<file path="src/rtl/ula_pkg.sv">
// ula_pkg: ULA video timing constants and colour type.
// ZX128_TIMING_EN selects 128K line/frame lengths; the default build uses 48K timing.
package ula_pkg;
    localparam int RGBW = 9;
`ifdef ZX128_TIMING_EN
    localparam logic [8:0] HMAX = 9'd456;
    localparam logic [8:0] VMAX = 9'd311;
`else
    localparam logic [8:0] HMAX = 9'd448;
    localparam logic [8:0] VMAX = 9'd312;
`endif
    localparam logic [8:0] H_ACT       = 9'd256;
    localparam logic [8:0] V_ACT       = 9'd192;
    localparam logic [8:0] HB_BEG      = 9'd320;
    localparam logic [8:0] HB_END      = 9'd416;
    localparam logic [8:0] HS_BEG      = 9'd344;
    localparam logic [8:0] HS_END      = 9'd376;
    localparam logic [8:0] VB_BEG      = 9'd248;
    localparam logic [8:0] VB_END      = 9'd256;
    localparam logic [8:0] VS_BEG      = 9'd248;
    localparam logic [8:0] VS_END      = 9'd252;
    localparam logic [8:0] IRQ_LINE    = 9'd248;
    localparam logic [8:0] IRQ_LEN     = 9'd64;
    localparam logic [8:0] FETCH_AHEAD = 9'd8;
    localparam logic [12:0] ATTR_BASE  = 13'h1800;

    typedef struct packed {
        logic g;
        logic r;
        logic b;
    } colour_t;
endpackage

</file>
<file path="src/rtl/ula_video_if.sv">
// ula_video_if: display memory port; the ULA presents va, memory returns vd one ce later.
interface ula_video_if;
    logic [12:0] va;
    logic [7:0]  vd;
    modport master (output va, input vd);
    modport slave  (input va, output vd);
endinterface

</file>
<file path="src/rtl/ula_palette.sv">
// ula_palette: maps a {G,R,B} colour plus bright flag to 9-bit {R,G,B}.
module ula_palette
    import ula_pkg::*;
(
    input  colour_t         i_col,
    input  logic            i_bright,
    output logic [RGBW-1:0] o_rgb
);
    logic [2:0] w_lvl;

    assign w_lvl = {2'b11, i_bright};
    assign o_rgb = {i_col.r ? w_lvl : 3'd0, i_col.g ? w_lvl : 3'd0, i_col.b ? w_lvl : 3'd0};
endmodule

</file>
<file path="src/rtl/ula_video.sv">
// ula_video: ZX Spectrum ULA video - counters, screen fetch, pixel shifter, flash and border.
// Build with ZX128_TIMING_EN for 128K line/frame timing.
module ula_video
    import ula_pkg::*;
(
    input  logic            clk,
    input  logic            rst_n,
    input  logic            i_ce,
    input  logic [2:0]      i_border,
    ula_video_if.master     mem,
    output logic            o_hs,
    output logic            o_vs,
    output logic [RGBW-1:0] o_rgb,
    output logic            o_irq_n
);
    logic [8:0]      r_hc, r_vc;
    logic [12:0]     r_va;
    logic [7:0]      r_bmp_lat, r_atr_lat, r_shift, r_attr;
    logic [4:0]      r_flash;
    logic            r_hs, r_vs, r_irq_n;
    logic [RGBW-1:0] r_rgb;
    logic            w_hwrap, w_pre, w_fetch, w_act, w_blank, w_bit, w_bright;
    logic [8:0]      w_vnext, w_fc, w_vf;
    colour_t         w_col;
    logic [RGBW-1:0] w_rgb;

    assign w_hwrap = r_hc == HMAX - 9'd1;
    assign w_vnext = (r_vc == VMAX - 9'd1) ? 9'd0 : r_vc + 9'd1;
    // The first group of a line is fetched during the last 8 ce of the previous line.
    assign w_pre   = r_hc >= HMAX - FETCH_AHEAD;
    assign w_fc    = r_hc + FETCH_AHEAD - (w_pre ? HMAX : 9'd0);
    assign w_vf    = w_pre ? w_vnext : r_vc;
    assign w_fetch = w_fc < H_ACT && w_vf < V_ACT;

    assign w_act    = r_hc < H_ACT && r_vc < V_ACT;
    assign w_blank  = (r_hc >= HB_BEG && r_hc < HB_END) || (r_vc >= VB_BEG && r_vc < VB_END);
    // Swapping ink and paper is the same as inverting the pixel bit.
    assign w_bit    = r_shift[7] ^ (r_attr[7] & r_flash[4]);
    assign w_col    = w_act ? colour_t'(w_bit ? r_attr[2:0] : r_attr[5:3]) : colour_t'(i_border);
    assign w_bright = w_act & r_attr[6];

    ula_palette u_pal (
        .i_col    (w_col),
        .i_bright (w_bright),
        .o_rgb    (w_rgb)
    );

    always_ff @(posedge clk or negedge rst_n)
        if (!rst_n) begin
            r_hc      <= '0;
            r_vc      <= '0;
            r_va      <= '0;
            r_bmp_lat <= '0;
            r_atr_lat <= '0;
            r_shift   <= '0;
            r_attr    <= '0;
            r_flash   <= '0;
            r_hs      <= 1'b0;
            r_vs      <= 1'b0;
            r_irq_n   <= 1'b1;
            r_rgb     <= '0;
        end else if (i_ce) begin
            r_hc <= w_hwrap ? 9'd0 : r_hc + 9'd1;
            if (w_hwrap) r_vc <= w_vnext;
            if (w_hwrap && w_vnext == VB_BEG) r_flash <= r_flash + 5'd1;
            if (w_fetch && r_hc[2:0] == 3'd2) r_va <= {w_vf[7:6], w_vf[2:0], w_vf[5:3], w_fc[7:3]};
            if (w_fetch && r_hc[2:0] == 3'd3) r_bmp_lat <= mem.vd;
            if (w_fetch && r_hc[2:0] == 3'd4) r_va <= ATTR_BASE + {3'd0, w_vf[7:3], w_fc[7:3]};
            if (w_fetch && r_hc[2:0] == 3'd5) r_atr_lat <= mem.vd;
            r_shift <= (r_hc[2:0] == 3'd7) ? r_bmp_lat : {r_shift[6:0], 1'b0};
            if (r_hc[2:0] == 3'd7) r_attr <= r_atr_lat;
            r_hs    <= r_hc >= HS_BEG && r_hc < HS_END;
            r_vs    <= r_vc >= VS_BEG && r_vc < VS_END;
            r_irq_n <= !(r_vc == IRQ_LINE && r_hc < IRQ_LEN);
            r_rgb   <= w_blank ? '0 : w_rgb;
        end

    assign mem.va  = r_va;
    assign o_hs    = r_hs;
    assign o_vs    = r_vs;
    assign o_rgb   = r_rgb;
    assign o_irq_n = r_irq_n;
endmodule
</file>
<file path="src/flat_wrapper.sv">
// flat-port wrapper written by rule: the top's interface ports become plain ports
module ula_video_flat import ula_pkg::*;
  (clk, rst_n, i_ce, i_border, o_hs, o_vs, o_rgb, o_irq_n, mem_va, mem_vd);
  ula_video_if mem_i ();
  input  logic clk;
  input  logic rst_n;
  input  logic i_ce;
  input  logic [2:0] i_border;
  output logic o_hs;
  output logic o_vs;
  output logic [RGBW-1:0] o_rgb;
  output logic o_irq_n;
  output wire logic [$bits(mem_i.va)-1:0] mem_va;
  input wire logic [$bits(mem_i.vd)-1:0] mem_vd;
  assign mem_va = mem_i.va;
  assign mem_i.vd = mem_vd;
  ula_video u_core (.clk(clk), .rst_n(rst_n), .i_ce(i_ce), .i_border(i_border), .mem(mem_i), .o_hs(o_hs), .o_vs(o_vs), .o_rgb(o_rgb), .o_irq_n(o_irq_n));
endmodule
</file>
<file path="config.mk">
export PLATFORM = sky130hd
export DESIGN_NAME = ula_video_flat
export DESIGN_NICKNAME = d
export VERILOG_FILES = /design/src/rtl/ula_pkg.sv /design/src/rtl/ula_video_if.sv /design/src/rtl/ula_palette.sv /design/src/rtl/ula_video.sv /design/src/flat_wrapper.sv
export SDC_FILE = /design/constraint.sdc
export NUM_CORES = 1
export LEC_CHECK = 0
export CORE_ASPECT_RATIO = 1.5
export CORE_MARGIN = 3
export CORE_UTILIZATION = 30
export DETAILED_ROUTE_END_ITERATION = 8
export GPL_TIMING_DRIVEN = 0
export SYNTH_ARGS = -nofsm -noshare
export SYNTH_HDL_FRONTEND = slang
export SYNTH_SLANG_ARGS = --single-unit
</file>
<file path="constraint.sdc">
create_clock -name clk -period 5.8 [get_ports clk]
set_clock_uncertainty 0.15 [all_clocks]
set_input_delay 1.16 -clock clk [delete_from_list [all_inputs] [get_ports clk]]
set_output_delay 1.16 -clock clk [all_outputs]
set_load 0.01 [all_outputs]
</file>
==> metrics, run 1 <==
Worst setup EP type flip-flop; Final Wtd Congestion 0.854; crit path from u_core.r_hc[1]; Max Root-Sink Buffers 2; achievable frequency 236 MHz; Sink Count 77; sequential-to-total area share from yosys stat 44.8%; number of global-route vias before repair 3,277; Async SR Flop Fraction 100%; Worst-path clk slew 0.07 ns; commonest non-fill, non-tap cell in the layout dfrtp_1; Worst-Margin Slew 0.872 ns; arrival time at the worst endpoint 4.32 ns; Post-synth EDFFs 0; Setup-failing EPs final 0; Initial Utilization 30.6%; Detailed Route Iter0 Violations 103; Resized cells post-CTS 0; pwr/cell area 440 nW/um^2; share of cells above drive strength 1 17.9%; crit path kind reg2reg; area grow syn2layout 21.9%; Die ar. 15,800 sq um; Syn. warnings 0; worst r2r src u_core.r_hc[1]; first-pass GRT wire length 16.3 mm; Routed Antenna Nets 0; min cycle time layout 4.24 ns; filler instances 1,423; crit path max fanout 10; Root Buffer clkbuf_16; Cells after Synth 399; crit share post-route 73.2%; RSZ-0062 raised after global routing false; Vias per Instance 4.83; peak supply drop 0.186 mV; commonest cells after routing, fill and taps aside 76 x dfrtp_1, 37 x nand2_1, 36 x clkdlybuf4s50_1; final hold vios 0; Leakage Power 2.18 nW; Final TNS setup 0 ns; CP Cell Sequence inv_1 -> ha_1 -> nand4b_1 -> a21oi_4 -> inv_4 -> ha_1 -> ha_1 -> nor2_1 -> a311oi_1 -> xor3_1 -> o211ai_4 -> a21oi_4 -> buf_6 -> mux2_4; post-synthesis instance area 4300 sq um; post-synthesis average cell area 10.8 sq um; H-Tree Depth 3; Die H 153 um; Worst Path Buf+Inv 3; chip width 104 um; setup bufs post-CTS 0; I/O Pins 39; Nets 488; Synth cell types 65; initial antenna violation count 0; final std cells w/o fill 645; via count 3,113; worst hold-check path type reg2reg; crit-path max cell delay 0.46 ns; CP max stage cell xor3_1; # hold bufs at CTS 0; DR WL/cell 14.5 um; max-slew violation count 0; total track usage 12.7%; PortBufs 37; DRC 0; final WL 9.38 mm; Crit path max-delay family compound AO/OA/AOI/OAI gates; # placed instances 629; min-delay src u_core.r_flash[2]; Top FF cell, synth dfrtp_1; Worst EP required 5.88 ns; GR Overflow Total 0; Post-Syn Nets 439; number of CTS-inserted buffers 9; num rows 53; Skew-Pair Late Insertion Delay 0.34 ns; DRT Pass-1 Iters 4; largest net degree at the start of global routing 73; run status finished, final reports clean; hpwl dp 6.93 mm; Max-Cap Viols 0; core area 14,100 sq um; slew margin rel. 41.5%; CTS tree done; CP Launch Type flip-flop; Yosys reg bits 77; most used cell along the critical path ha_1; n_diodes 0
==> flip-flops by register name (all words and copies together), names as in the netlist, 6 cells and up <==
name              flops
u_core.r_bmp_lat      8
u_core.r_hc           9
u_core.r_atr_lat      8
u_core.r_vc           9
u_core.o_rgb          6
u_core.mem.va        13
u_core.r_shift        8
u_core.r_attr         8
==> worst paths after layout <==
kind,to,slack [ns],cells after the start
min in group asynchronous,u_core.r_hc[3],0.47,1
worst max register to register,u_core.mem.va[8],1.56,14
worst min-delay path,u_core.r_flash[2],0.31,1
worst min register to register,u_core.r_flash[2],0.31,1
worst max-delay path,u_core.mem.va[8],1.56,14
max in group asynchronous,u_core.o_rgb[5],4.46,2
==> per-layer routing <==
layer / up-vias / routed length, um / GRT usage, %
li1: 1506 / - / -
met1: 1525 / 3970 / 15.0
met2: 70 / 4890 / 21.9
met3: 12 / 375 / 3.18
met4: 0 / 142 / 5.01
met5: - / 0 / 0
==> per-stage QoR <==
step	hold WS, ns	setup slack (ns)	utilization, %	power [W]	cell area, sq um
6_report	0.310	1.56	37.3	0.00231	5240
5_1_grt	0.347	1.27	37.3	0.00248	5240
4_1_cts	0.317	1.52	37.3	0.00234	5240
3_5_place_dp	0.304	1.55	35.1	0.00174	4940
3_3_place_gp	0.304	0.707	34.9	0.00170	4910
2_1_floorplan	0.287	2.12	-	0.00144	4300
==> final cells by class <==
class	instances	area [sq um]	share of cell area (%)
multi-input cells	280	2180	41.6
repair buffers	38	395	7.54
clock inverters	7	81.3	1.55
flip-flops and latches	77	1930	36.8
clock buffers	9	225	4.29
inverters	24	92.6	1.77
plain buffers	18	101	1.93
well taps	192	240	4.58
==> where the power goes <==
group          total (W)  switching, W  leakage [nW]  internal, W
Combinational   0.000882      0.000422          1.07     0.000460
Clock           0.000581      0.000241         0.147     0.000340
Sequential      0.000842      0.000129         0.965     0.000713
==> logic make-up (layout without fill, tap and decap cells) <==
kind of cell / Yosys count / after routing / share of synthesized area [%]
adders and majority gates: 26 / 26 / 7.56
xor gates and xnor gates: 21 / 21 / 4.62
and+or+nand+nor: 115 / 115 / 14.6
muxes: 44 / 44 / 11.2
AOI/OAI and AO/OA: 74 / 74 / 12.7
DFF: 77 / 77 / 44.8
buffers and inverters: 42 / 96 / 4.51
==> cells in the mapped netlist, drive strengths merged, types with 2 or more instances <==
cell type	number	area [sq um]
clkbuf	6	22.5
o21a	2	15.0
nand3	14	70.1
inv	24	92.6
o22ai	7	43.8
o2111ai	2	30.0
dfrtp	76	1900
nand2	39	151
ha	26	325
mux2	31	353
o21ai	21	109
o211ai	3	36.3
o31ai	6	58.8
xnor2	17	149
buf	12	78.8
nand2b	2	12.5
or4	2	18.8
nor3	6	46.3
or3	5	31.3
a21oi	15	97.6
nor2	31	124
a31oi	8	50.1
nand4	3	40.0
xor2	3	26.3
mux2i	13	130
a221oi	2	35.0
and3	3	18.8
==> worst register-to-register path: cells and delay by family, from the launching register on <==
family,cells,cell delay (ns)
AOI/OAI and AO/OA,4,1.09
xor gates and xnor gates,1,0.46
adders and majority gates,3,0.93
buffers and inverters,3,0.49
DFF,1,0.45
muxes,1,0.30
and+or+nand+nor,2,0.25
Power figures use the tool's default switching activity.
==> run 2: changes to the inputs <==
==> constraint.sdc (replaced) <==
create_clock -name clk -period 3.8 [get_ports clk]
set_clock_uncertainty 0.15 [all_clocks]
set_input_delay 0.76 -clock clk [delete_from_list [all_inputs] [get_ports clk]]
set_output_delay 0.76 -clock clk [all_outputs]
set_load 0.01 [all_outputs]
==> metrics, run 2 (synthesis gave the netlist of run 1 again) <==
Worst Path Buf+Inv 3 (unchanged); pwr/cell area 678 nW/um^2 (+54%); total track usage 12.7% (+0.018 points); PortBufs 37 (unchanged); WHS 0.0784 ns (-0.232 ns); Die H 153 um (unchanged); Skew-Pair Late Insertion Delay 0.34 ns (about the same); DR WL/cell 14.5 um (-0.21%); GR Overflow Total 0 (unchanged); CTS tree done; hpwl dp 6.93 mm (unchanged); chip width 104 um (unchanged); Worst-Margin Slew 0.881 ns (+0.00936 ns); CP Launch Type flip-flop; crit-path max cell delay 0.53 ns (+0.07 ns); Final Wtd Congestion 0.854 (unchanged); CP max stage cell xor3_2; run status finished, final reports clean; num rows 53 (unchanged); share of cells above drive strength 1 22.7% (+4.9 points); Max Root-Sink Buffers 2 (unchanged); H-Tree Depth 3 (unchanged); commonest cells after routing, fill and taps aside 73 x dfrtp_1, 37 x nand2_1, 36 x clkdlybuf4s50_1; crit path kind reg2reg; Routed Antenna Nets 0 (unchanged); Worst setup EP type flip-flop; DRT Pass-1 Iters 4 (unchanged); max reg flops 13 (unchanged); number of CTS-inserted buffers 9 (unchanged); Leakage Power 2.24 nW (+2.8%); worst hold-check path type in2async; number of global-route vias before repair 3,282 (+0.15%); final core utilization 38.3% (+1.0 points); Max-Cap Viols 0 (unchanged); initial antenna violation count 0 (unchanged); RSZ-0062 raised after global routing false; Crit path max-delay family adder cells; CP Cell Sequence inv_4 -> ha_4 -> nand4b_1 -> a21oi_4 -> inv_4 -> ha_1 -> ha_1 -> nor2_1 -> a311oi_2 -> xor3_2 -> o211ai_4 -> a21oi_4 -> buf_4 -> mux2_2; I/O Pins 39 (unchanged); final hold vios 0 (unchanged); DRC 0 (unchanged); crit path max fanout 10 (unchanged); Design Area, Final 5390 sq um (+2.8%); Setup-failing EPs final 0 (unchanged); area grow syn2layout 25.3%; largest net degree at the start of global routing 73 (unchanged); Detailed Route Iter0 Violations 84 (-18%); # hold bufs at CTS 0 (unchanged); arrival time at the worst endpoint 3.74 ns (-0.58 ns); Vias per Instance 4.83 (+0.10%); first-pass GRT wire length 16.3 mm (+0.21%); slew margin rel. 40.9% (-0.63 points); via count 3,179 (+2.1%); achievable frequency 272 MHz (+15%); total power 0.00365 W (+58%); FF-to-FF setup slack 0.13 ns (-1.43 ns); peak supply drop 0.287 mV (+54%); crit share post-route 96.7% (+24 points); n_diodes 0 (unchanged); Worst-path clk slew 0.06 ns (about the same); Sink Count 77 (unchanged); Worst EP required 3.87 ns (-2.01 ns); dpl cell area 4940 sq um (unchanged); Die ar. 15,800 sq um (unchanged); min cycle time layout 3.67 ns (-0.569 ns); max-slew violation count 0 (unchanged); core area 14,100 sq um (unchanged); final WL 9.55 mm (+1.8%); Initial Utilization 30.6% (unchanged); Nets 501 (+2.7%); commonest non-fill, non-tap cell in the layout dfrtp_1; Root Buffer clkbuf_16
==> run 2: routing by layer <==
| metal | up-vias | global-route usage, % | part of all wire [%] |
|---|---|---|---|
| met5 | - | 0 | 0 |
| met2 | 70 | 21.9 | 52 |
| met3 | 19 | 3.18 | 3.7 |
| met4 | 0 | 5.01 | 2.1 |
| li1 | 1531 | - | - |
| met1 | 1559 | 15.1 | 42 |
==> run 2: worst register-to-register path: cells and delay by family, from the launching register on <==
family                     cells  cell delay, ns
buffers and inverters          3            0.35
adders and majority gates      3            0.78
AOI/OAI and AO/OA              4            0.67
muxes                          1            0.32
and+or+nand+nor                2            0.31
DFF                            1            0.45
xor gates and xnor gates       1            0.53
==> run 2: final timing paths <==
path / cells past startpoint / endpoint / from
min in group clk: 1 / u_core.r_flash[2] / u_core.r_flash[2]
worst min register to register: 1 / u_core.r_flash[2] / u_core.r_flash[2]
worst max register to register: 14 / u_core.mem.va[4] / u_core.r_hc[1]
max in group asynchronous: 2 / u_core.o_irq_n / rst_n
worst min-delay path: 1 / u_core.o_hs / rst_n
worst max-delay path: 14 / u_core.mem.va[4] / u_core.r_hc[1]
==> run 2: where the power goes <==
group          total, W  internal (W)  switching [W]
logic           0.00148      0.000795       0.000682
clock network  0.000885      0.000519       0.000365
registers       0.00129       0.00109       0.000200
total           0.00365       0.00241        0.00125
==> run 2: per-stage QoR <==
stage	setup slack, ns	std cells	TNS (ns)
4_1_cts	0.00933	646	0
5_1_grt	0.00509	658	0
2_1_floorplan	0.125	399	0
6_report	0.126	658	0
3_3_place_gp	-0.893	628	-76.08
3_5_place_dp	-0.451	629	-9.62
==> run 2: repair_timing <==
item                                    4_1_cts  5_1_grt
pin swaps                                     2        2
gates resized for setup                       3       11
endpoints found under the setup margin       29       29
setup buffers                                 1       11
cloned                                        0        1
==> run 2: final cells by class <==
type | count | area [sq um]
well taps | 192 | 240
plain buffers | 18 | 101
repair buffers | 51 | 490
clock buffers | 9 | 225
inverters | 24 | 95.1
multi-input cells | 280 | 2220
clock inverters | 7 | 81.3
flip-flops and latches | 77 | 1930
fillers | 1414 | 8670
